[src/rtl/target_generator.sv]
// Food target placement for the snake game: LFSR-driven draws on the 160x120 grid, one-cycle catch pulse.
// Optional TARGET_TIMEOUT_EN relocates an uncaught target after TIMEOUT_TICKS move ticks.
module target_generator #(
    parameter int         X_MAX         = 160,
    parameter int         Y_MAX         = 120,
    parameter logic [7:0] X_SEED        = 8'hB5,
    parameter logic [6:0] Y_SEED        = 7'h2A,
    parameter int         TIMEOUT_TICKS = 200
) (
    input  logic       CLK,
    input  logic       RESET,
    input  logic [1:0] MSM_STATE,
    input  logic [7:0] HEAD_X,
    input  logic [6:0] HEAD_Y,
    input  logic       MOVE_TICK,
    output logic [7:0] TARGET_X,
    output logic [6:0] TARGET_Y,
    output logic       TARGET_VALID,
    output logic       TARGET_REACHED
);

    typedef enum logic [1:0] {IDLE, DRAW, ARMED} stateT;

    localparam logic [7:0] X_LIM = 8'(X_MAX);
    localparam logic [6:0] Y_LIM = 7'(Y_MAX);

    stateT      stateReg, stateNext;
    logic [7:0] lfsrXReg, lfsrXNext;
    logic [6:0] lfsrYReg, lfsrYNext;
    logic [7:0] targetXReg, targetXNext;
    logic [6:0] targetYReg, targetYNext;
    logic       validReg, validNext;
    logic       reachedReg, reachedNext;

    logic playing;
    logic sampleOk;
    logic headHit;
    logic timeoutHit;

`ifdef TARGET_TIMEOUT_EN
    localparam logic [7:0] TICK_LIM = 8'(TIMEOUT_TICKS);
    logic [7:0] tickCountReg, tickCountNext;
`else
    logic unusedTick;
    assign unusedTick = MOVE_TICK ^ (TIMEOUT_TICKS == 0);
`endif

    assign playing  = (MSM_STATE == 2'd1);
    // A draw is rejected off-grid and on the head cell, so a parked head never re-triggers.
    assign sampleOk = (lfsrXReg < X_LIM) && (lfsrYReg < Y_LIM) &&
                      !((lfsrXReg == HEAD_X) && (lfsrYReg == HEAD_Y));
    assign headHit  = (HEAD_X == targetXReg) && (HEAD_Y == targetYReg);

`ifdef TARGET_TIMEOUT_EN
    assign timeoutHit = (tickCountReg == TICK_LIM);
`else
    assign timeoutHit = 1'b0;
`endif

    always_comb begin
        lfsrXNext   = {lfsrXReg[6:0], lfsrXReg[7] ^ lfsrXReg[5] ^ lfsrXReg[4] ^ lfsrXReg[3]};
        lfsrYNext   = {lfsrYReg[5:0], lfsrYReg[6] ^ lfsrYReg[5]};
        stateNext   = stateReg;
        targetXNext = targetXReg;
        targetYNext = targetYReg;
        validNext   = validReg;
        reachedNext = 1'b0;
`ifdef TARGET_TIMEOUT_EN
        tickCountNext = tickCountReg;
`endif
        if (!playing) begin
            // Leaving play beats a same-cycle match and abandons any draw.
            stateNext = IDLE;
            validNext = 1'b0;
        end else begin
            case (stateReg)
                IDLE: begin
                    stateNext = DRAW;
                    validNext = 1'b0;
                end
                DRAW: begin
                    if (sampleOk) begin
                        targetXNext = lfsrXReg;
                        targetYNext = lfsrYReg;
                        validNext   = 1'b1;
                        stateNext   = ARMED;
`ifdef TARGET_TIMEOUT_EN
                        tickCountNext = 8'd0;
`endif
                    end
                end
                ARMED: begin
                    if (headHit) begin
                        reachedNext = 1'b1;
                        validNext   = 1'b0;
                        stateNext   = DRAW;
                    end else if (timeoutHit) begin
                        validNext = 1'b0;
                        stateNext = DRAW;
                    end
`ifdef TARGET_TIMEOUT_EN
                    else if (MOVE_TICK) begin
                        tickCountNext = tickCountReg + 8'd1;
                    end
`endif
                end
                default: begin
                    stateNext = IDLE;
                    validNext = 1'b0;
                end
            endcase
        end
    end

    always_ff @(posedge CLK) begin
        if (RESET) begin
            stateReg   <= IDLE;
            lfsrXReg   <= X_SEED;
            lfsrYReg   <= Y_SEED;
            targetXReg <= 8'd80;
            targetYReg <= 7'd60;
            validReg   <= 1'b0;
            reachedReg <= 1'b0;
        end else begin
            stateReg   <= stateNext;
            lfsrXReg   <= lfsrXNext;
            lfsrYReg   <= lfsrYNext;
            targetXReg <= targetXNext;
            targetYReg <= targetYNext;
            validReg   <= validNext;
            reachedReg <= reachedNext;
        end
    end

`ifdef TARGET_TIMEOUT_EN
    always_ff @(posedge CLK) begin
        if (RESET) begin
            tickCountReg <= 8'd0;
        end else begin
            tickCountReg <= tickCountNext;
        end
    end
`endif

    assign TARGET_X       = targetXReg;
    assign TARGET_Y       = targetYReg;
    assign TARGET_VALID   = validReg;
    assign TARGET_REACHED = reachedReg;

endmodule

[config.mk]
export PLATFORM = sky130hd
export DESIGN_NAME = target_generator
export DESIGN_NICKNAME = d
export VERILOG_FILES = /design/src/rtl/target_generator.sv
export SDC_FILE = /design/constraint.sdc
export NUM_CORES = 1
export LEC_CHECK = 0
export ABC_AREA = 1
export BUFFER_PORTS_ARGS = -buffer_cell sky130_fd_sc_hd__buf_2
export CORE_MARGIN = 2
export CORE_UTILIZATION = 40
export CTS_CLUSTER_DIAMETER = 40
export DETAILED_ROUTE_END_ITERATION = 8
export PLACE_DENSITY_LB_ADDON = 0.15
export SETUP_SLACK_MARGIN = 0.3
export SLEW_MARGIN = 20
export SYNTH_ARGS = -nofsm -noshare
export SYNTH_HDL_FRONTEND = slang
export SYNTH_SLANG_ARGS = --single-unit
[constraint.sdc]
create_clock -name CLK -period 1.45 [get_ports CLK]
set_input_delay 0 -clock CLK [delete_from_list [all_inputs] [get_ports CLK]]
set_output_delay 0 -clock CLK [all_outputs]
set_load 0.03 [all_outputs]
# ---- After elaboration in Yosys (flattened, before gate mapping)
# Index checks and enable logic that the tools add are counted.
dict set report totals {
  wordCells 41
  mem_bits_rw 0
  memories 0
  reg_bits 34
  inputBits 20
  latch_bits 0
  romBits 0
}
dict set report op_classes {
  shift 0
  n_addsub 0
  n_lt_le_gt_ge 2
  n_mul 0
  div 0
  reduce_logical 10
  bitwise_logic 6
  mux 7
  eq_ne 9
}
# cell n
set ops {}
lappend ops {{8-bit equality test} 2}
lappend ops {{7-bit equality test} 2}
lappend ops {{8-bit < comparator (second input constant)} 1}
lappend ops {{7-bit < comparator (second input constant)} 1}
lappend ops {{2-bit case mux with 3 select lines} 1}
lappend ops {{2-bit by 1-bit equality test with 1-bit output (second input constant)} 2}
lappend ops {{1-bit logical AND} 4}
lappend ops {{2-bit two-way mux} 2}
lappend ops {{2-bit inequality test (second input constant)} 2}
lappend ops {{1-bit XOR} 4}
lappend ops {{1-bit two-way mux} 3}
lappend ops {{3-bit AND reduction} 1}
lappend ops {{3-bit OR reduction} 1}
lappend ops {{2-bit equality test (second input constant)} 1}
lappend ops {{2-bit logical NOT} 1}
lappend ops {{1-bit NOT} 2}
lappend ops {{1-bit case mux with 2 select lines} 1}
lappend ops {{2-bit AND reduction} 1}
lappend ops {{2-bit OR reduction} 1}
lappend ops {{1-bit logical NOT} 1}

# ---- Depth between registers and ports, before layout
# Gate-level depths: netlist (run 1).
dict set report depth {
  word_depth 6
  depth_mapped 12
  depth_no_buf 11
}

# ---- Least setup slack after synthesis (run 1)
# Ideal clock, no wire load.
dict set report synth_path {
  kind {register to register}
  from {reg lfsrYReg[6]}
  to {reg targetYReg[1], in the netlist TARGET_Y[1]}
  n_path_buf 1
  setup_ns 0.114
  path_slack_ns 0.090
  synth_period_minus_slack_ns 1.360
  t_arrival_ns 1.247
  stages_incl_launch_ff 7
  path_cell_list {dfxtp_1 ha_1 a31oi_2 nand4_4 buf_6 nor2_1 nor2_2}
}
dict set report synth_via {
  elab_chain_cells 5
  elab_cells_between_ends 7
  classes_between {1 x order compare; 1 x eq/ne; 5 x reduce/logical}
}
# item line_no
set synth_lines {}
lappend synth_lines {{start, declared} 29} ;# logic [6:0] lfsrYReg, lfsrYNext;
lappend synth_lines {{start signal, assigned} 127} ;# lfsrYReg <= lfsrYNext;
lappend synth_lines {{branches (longest 3 deep; another with 7-bit < comparator)} --}
lappend synth_lines {{1-bit logical AND *} 50} ;# assign sampleOk = (lfsrXReg < X_LIM) && (lfsrYReg < Y_LIM) &&
lappend synth_lines {{3-bit AND reduction (no line) *} --}
lappend synth_lines {{end signal, assigned} 129} ;# targetYReg <= targetYNext;
lappend synth_lines {{end, declared} 31} ;# logic [6:0] targetYReg, targetYNext;
# Every way passes the cells marked *.
# A chain may end at the register's enable or synchronous reset.

# ---- Worst setup path in the final report (run 1)
dict set report layout_path {
  from {reg lfsrYReg[5]}
  to {reg stateReg[0]}
}
dict set report layout_via {
  elab_chain_cells 6
  elab_cells_between_ends 8
  classes_between {1 x order compare; 2 x eq/ne; 5 x reduce/logical}
}
# item line_no
set layout_lines {}
lappend layout_lines {{branches (longest 3 deep; another with 7-bit < comparator)} --}
lappend layout_lines {{1-bit logical AND *} 50}
lappend layout_lines {{2-bit inequality test (no line) *} --}
lappend layout_lines {{2-bit AND reduction (no line) *} --}
lappend layout_lines {{end signal, assigned} 125} ;# stateReg <= stateNext;
lappend layout_lines {{end, declared} 27} ;# stateT stateReg, stateNext;
# Marked as above.

==> impl_metrics.yaml, run 1 <==
status:
  status: "finished with violations"
  violations: "negative setup slack"
floorplan:
  die_area_sq_um: 4680
  start_util_pct: 41.4
  die_h_um: 68.4
  rows: 23
  boundaryPins: 37
  core_sq_um: 4000
  fp.dieW_um: 68.4
worst_setup_path:
  r2r_slack_ns: -0.006
  ff2ff_path_depth: 12
  path_max_fanout: 4
  r2r_start: "lfsrYReg[5]$_SDFF_PP1_"
  timing.rr.end: "stateReg[0]$_SDFFE_PP0P_"
  critPathKind: "register to register"
  crit_path_start_kind: "register"
  end_kind: "register"
  arrival_ns: 1.67
  worst_ep_required_time_ns: 1.66
sta:
  setup_ws_ns: -0.00619
  min_period_over_period_pct: 100
  drv_slew: 0
  maxSlewHeadroom_pct: 77.2
  fin_skew_ns: 0.00434
  tightest_slew_ns: 0.341
  holdWs_ns: 0.0125
  setup_tns_ns: -0.0109
  finalCriticalPeriod_ns: 1.46
  rsz0062_at_grt: "yes"
  setup_viol: 3
  hold_viol: 0
  clock.fmax_ghz: 0.687
power:
  design_power_total_mw: 2.02
  p_per_area_nw_per_um2: 858
  ir_worst_vdd_mv: 0.523
  seqPwrFrac_pct: 49.3
  p_int_mw: 1.48
  switching_share_pct: 26.8
  combPwrFrac_pct: 15.7
  leakage_nw: 1.24
  pwr-share-clk_pct: 35.0
  switching_power_uw: 540
drt:
  num_vias: 1604
  drc: 0
  drt_iter0_markers: 63
  viasPerCell: 4.44
  ant_nets: 0
  drt-total-wl_mm: 3.96
  wl_per_cell_um: 11.0
  drt-pass1-iter-count: 4
clock_network:
  cts_buffer_depth: 2
  cts_buffers: 5
  htree_levels: 2
  clk_pin_slew_ns: 0.07
  cts_root_buf: "clkbuf_8"
  ctsHoldBuffers: 0
  cts.sinks: 33
  clk-insertion-delay-late_ns: 0.28
  cts_tree: "done"
layout:
  syn2layout_area_growth_pct: 41.8
  layout.nets: 332
  drive_above_1_share_pct: 43.1
  n_antenna_cell: 0
  instances_no_fill: 361
  fin_area_sq_um: 2350
  fill_cells: 394
  fin_util_pct: 58.8
logic_synthesis:
  yosys_warnings: 0
  yosysTopAreaCellShare_pct: 39.8
  yosys-top-cells-count: "nand2_1, inv_1, nor2_1, dfxtp_1, xnor2_1"
  ys_seq_elements: 33
  synth_edf_count: 0
  synth_cell_types: 20
  synthSimpleGateAreaFrac_pct: 35.5
  synth-compound-area-share_pct: 2.26
  syn-cell-area_sq_um: 1660
  synth.most_common_cell: "nand2_1"
  synth_top_family_by_area: "simple AND/OR/NAND/NOR gates"
  synth_xor_area_share_pct: 9.51
  synth_ff_type: "dfxtp_1"
  syn_nets: 270
  avgSynthCellArea_sq_um: 6.66
  synth_seq_area_share_pct: 39.8
  post-synth-top-area-cell: "dfxtp_1"
  synth.area.top_cells: "dfxtp_1, nand2_1, inv_1"
  synthAdderAreaFrac_pct: 0.755
  synthMuxAreaShare_pct: 0
  synthCells: 249
  synthArstFlopShare_pct: 0
global_route:
  groute.usage.overall_pct: 18.7
  grt_pass1_vias: 1424
  grt_max_degree: 15
  grt-ovfl-total: 0
  antenna_found_initial: 0
  grt_pass1_wl_mm: 6.33
place:
  placed_cells: 347
  dp.final_hpwl_mm: 2.73
  port-buffer-count: 35
  place_congestion: 0.747
  place_area_sq_um: 2060
  dp_slack_ns: -0.0284
hold_path:
  worstHoldPathCells: 2
  worstHoldStart: "RESET"
  hold_path_end: "lfsrXReg[3]$_SDFF_PP0_"
  hold_path.class: "input pin to register"
job:
  cap_violations: 0
-- power groups by stage --
stage	logic [mW]	clock network (mW)	registers (mW)
3_5_place_dp	0.289	0	1.01
6_report	0.316	0.706	0.993
5_1_grt	0.355	0.769	0.999
4_1_cts	0.300	0.732	0.992
3_3_place_gp	0.289	0	1.01
2_1_floorplan	0.162	0	1.01
-- per-layer routing --
| layer | vias to the layer above | share of wire, % | GRT usage [%] |
|---|---|---|---|
| met1 | 712 | 46 | 23.2 |
| met4 | 0 | 1.6 | 7.50 |
| li1 | 853 | - | - |
| met3 | 6 | 4.8 | 5.76 |
| met5 | - | 0 | 0 |
| met2 | 33 | 48 | 30.0 |
-- worst max-delay path: stages (launching register included) --
cell,delay [ns]
dfxtp_4,0.39
inv_2,0.04
nand2_1,0.06
nand2_1,0.06
nor2_1,0.09
nand2_1,0.07
nor2_2,0.11
nand2_2,0.10
buf_4,0.14
buf_6,0.10
nand2_1,0.04
nand2_1,0.04
a21oi_1,0.13
-- worst max-delay path by stage --
stage                            from                       end  slack, ns  cells after the start
2_1_floorplan  lfsrYReg[3]$_SDFF_PP1_  TARGET_Y[1]$_SDFFE_PP0P_       0.15                     12
3_3_place_gp   lfsrYReg[2]$_SDFF_PP0_  TARGET_X[6]$_SDFFE_PP1P_      -0.02                     12
3_5_place_dp   lfsrYReg[2]$_SDFF_PP0_  TARGET_X[6]$_SDFFE_PP1P_      -0.03                     12
4_1_cts        lfsrYReg[5]$_SDFF_PP1_  TARGET_X[7]$_SDFFE_PP0P_     -0.001                     12
5_1_grt        lfsrYReg[5]$_SDFF_PP1_  TARGET_X[3]$_SDFFE_PP0P_      -0.14                     12
6_report       lfsrYReg[5]$_SDFF_PP1_  stateReg[0]$_SDFFE_PP0P_     -0.006                     12
-- repair_timing --
item	4_1_cts	5_1_grt
setup endpoints to repair	18	18
pin swaps	8	20
resized for setup	20	27
buffers inserted	3	4
-- final cells by class --
class / instances / area (sq um) / share of cell area, %
Inverter: 44 / 165 / 7.03
Multi-Input combinational cell: 167 / 936 / 39.8
Clock buffer: 7 / 86.3 / 3.67
Tap cell: 50 / 62.6 / 2.66
Sequential cell: 33 / 698 / 29.7
Timing Repair Buffer: 60 / 403 / 17.1
-- state kept, by name, summed over array words and instances, names as in the netlist --
register	flops
TARGET_X	8
lfsrXReg	8
TARGET_Y	7
lfsrYReg	7
stateReg	2
TARGET_REACHED	1
-- layout by cell type (no fill, tap or decap) --
master | Yosys | layout
o21ai_0 | 1 | 1
nand2_4 | 0 | 1
dfxtp_2 | 0 | 18
ha_4 | 0 | 1
xnor2_2 | 0 | 5
buf_4 | 0 | 19
nand3_2 | 0 | 5
buf_6 | 2 | 4
clkbuf_8 | 0 | 6
nand3_1 | 9 | 4
nor4_2 | 0 | 1
nand4_4 | 1 | 1
buf_2 | 1 | 35
a21oi_2 | 0 | 1
inv_1 | 39 | 36
clkbuf_1 | 2 | 1
nand2_1 | 83 | 70
buf_12 | 0 | 2
dfxtp_4 | 0 | 4
a31oi_4 | 0 | 1
nor2_1 | 38 | 35
xnor2_1 | 16 | 11
dfxtp_1 | 33 | 11
xor2_1 | 2 | 2
a21oi_1 | 4 | 3
inv_2 | 5 | 8
nand4_1 | 3 | 3
nand2_2 | 4 | 16
nor2_2 | 3 | 6
-- cell families (layout without fill, tap and decap cells) --
kind of cell             count (synthesis)  count (layout)
adder cells (fa/ha/maj)                  1               1
AO/OA/AOI/OAI                            6               6
flip-flops                              33              33
XOR/XNOR                                18              18
buffers and inverters                   49             111
AND/OR/NAND/NOR                        142             142
Power figures use the tool's default switching activity.
==> run 2: changes to the inputs <==
==> constraint.sdc (replaced) <==
create_clock -name CLK -period 1.45 [get_ports CLK]
set_input_delay 0.2175 -clock CLK [delete_from_list [all_inputs] [get_ports CLK]]
set_output_delay 0.2175 -clock CLK [all_outputs]
set_load 0.03 [all_outputs]
==> run 2 against run 1 <==
The flow still finishes with violations (negative setup slack). Setup slack improved by 0.0014 ns. Cell count increased by 3.0%. Worst hold slack improved by 0.22 ns. Register-to-register slack about the same. Sequential cell count did not move. Critical endpoint is now TARGET_Y[6]$_SDFFE_PP0P_.
==> impl_metrics.yaml, run 2 (synthesis gave the netlist of run 1 again) <==
status:
  status: "finished with violations"
  violations: "negative setup slack"
worst_setup_path:
  crit_path_start_kind: "register"
  path_max_fanout: 8
  crit_path_start: "lfsrYReg[2]$_SDFF_PP0_"
  critical_path.top_delay_family: "simple AND/OR/NAND/NOR gates"
  path_cells: "inv_1, nand2_1, nand2_1, nor2_1, nand2_1, nor2_2, nand2_2, nand4_4, buf_6, nand2_2, nand2_1, nor2_1"
  crit_slowest_cell: "dfxtp_2"
  end_kind: "register"
  ff2ff_path_depth: 12
  cp_num_buf_inv: 2
  arrival_ns: 1.64
  worst-path-stages: 12
  cpPeakStageDelay_ns: 0.38
  r2r_start: "lfsrYReg[2]$_SDFF_PP0_"
  worst_ep_required_time_ns: 1.63
  cpMostUsedCell: "nand2_1"
  critPathKind: "register to register"
clock_network:
  clk_pin_slew_ns: 0.07
  ctsHoldBuffers: 0
  cts.sinks: 33
  cts_root_buf: "clkbuf_8"
  cts_buffer_depth: 2
  htree_levels: 2
  cts_tree: "done"
  cts_buffers: 5
  clk-insertion-delay-late_ns: 0.29
global_route:
  groute.usage.overall_pct: 19.1
  grt_pass1_wl_mm: 6.47
  antenna_found_initial: 0
  grt_pass1_vias: 1511
  grt_max_degree: 16
  grt-ovfl-total: 0
power:
  p_int_mw: 1.56
  combPwrFrac_pct: 17.0
  pwr-share-clk_pct: 36.5
  switching_share_pct: 26.8
  design_power_total_mw: 2.13
  leakage_nw: 1.31
  p_per_area_nw_per_um2: 860
  ir_worst_vdd_mv: 0.552
  seqPwrFrac_pct: 46.5
  switching_power_uw: 571
sta:
  hold_viol: 0
  setup_ws_ns: -0.00477
  clock.fmax_ghz: 0.687
  maxSlewHeadroom_pct: 79.8
  tightest_slew_ns: 0.302
  fin_skew_ns: 0.00597
  finalCriticalPeriod_ns: 1.45
  rsz0062_at_grt: "yes"
  setup_viol: 1
  drv_slew: 0
  min_period_over_period_pct: 100
hold_path:
  worstHoldStart: "RESET"
  worstHoldPathCells: 2
  hold_path.class: "input pin to register"
floorplan:
  fp.dieW_um: 68.4
  die_area_sq_um: 4680
  die_h_um: 68.4
  core_sq_um: 4000
  start_util_pct: 41.4
  boundaryPins: 37
  rows: 23
drt:
  num_vias: 1612
  ant_nets: 0
  drt-pass1-iter-count: 4
  viasPerCell: 4.33
  drt-total-wl_mm: 3.94
  drt_iter0_markers: 47
  wl_per_cell_um: 10.6
  drc: 0
layout:
  fin_area_sq_um: 2480
  regArea_sq_um: 703
  fin_util_pct: 62.0
  layout.nets: 342
  fill_cells: 354
  final_cell_mix: "nand2_1, inv_1, buf_2"
  n_antenna_cell: 0
  drive_above_1_share_pct: 46.9
  syn2layout_area_growth_pct: 49.6
  final_common_cell: "nand2_1"
  multiInputGateArea_sq_um: 957
place:
  dp.final_hpwl_mm: 2.74
  place_congestion: 0.788
  place_area_sq_um: 2070
  port-buffer-count: 35
job:
  cap_violations: 0
[run 2: cell count changes in the layout (fill, tap and decap cells not counted), sizes merged]
cell / previous run / this run
buf: 60 / 70
clkinv: 0 / 1
[run 2: path summary, 6_finish.rpt]
kind / slack, ns / end
max: -0.005 / TARGET_Y[6]$_SDFFE_PP0P_
max reg2reg: -0.005 / TARGET_Y[6]$_SDFFE_PP0P_
min reg2reg: 0.45 / TARGET_REACHED$_SDFF_PP0_
min: 0.23 / lfsrYReg[6]$_SDFF_PP0_
[run 2: final cells by class]
class                      instances  share of cell area [%]
clock buffer                       7                    3.88
inverter                          44                    6.66
timing repair buffer              70                    19.8
clock inverter                     1                   0.202
sequential                        33                    28.4
tap                               50                    2.52
multi-input combinational        167                    38.6
[run 2: repair_timing]
item,4_1_cts,5_1_grt
gates cloned,1,0
gates resized for setup,30,39
endpoints found under the setup margin,18,19
buffers inserted,9,2
pin swaps,15,22
[run 2: metal layers]
| layer | vias up | wire [um] | track usage, % |
|---|---|---|---|
| met5 | - | 0 | 0 |
| met4 | 0 | 67 | 7.75 |
| met3 | 5 | 157 | 5.26 |
| met2 | 27 | 1880 | 32.9 |
| met1 | 703 | 1840 | 22.0 |
| li1 | 877 | - | - |
[run 2: through the flow]
step	setup TNS [ns]	hold slack, ns	setup WS, ns	instances
3_3_place_gp	-0.0335	0.442	-0.0186	352
5_1_grt	-1.50	0.237	-0.124	372
4_1_cts	0	0.227	0.0140	370
2_1_floorplan	0	0.420	0.152	249
6_report	-0.00477	0.229	-0.00477	372
3_5_place_dp	-0.0825	0.441	-0.0266	352
[run 2: power by group through the flow]
stage	Clock (mW)	Sequential, mW	Combinational (mW)
finish	0.778	0.991	0.363
global route	0.832	0.997	0.408
CTS	0.807	0.992	0.327
detailed placement	0	1.01	0.294
global placement	0	1.01	0.291
floorplan	0	1.01	0.162
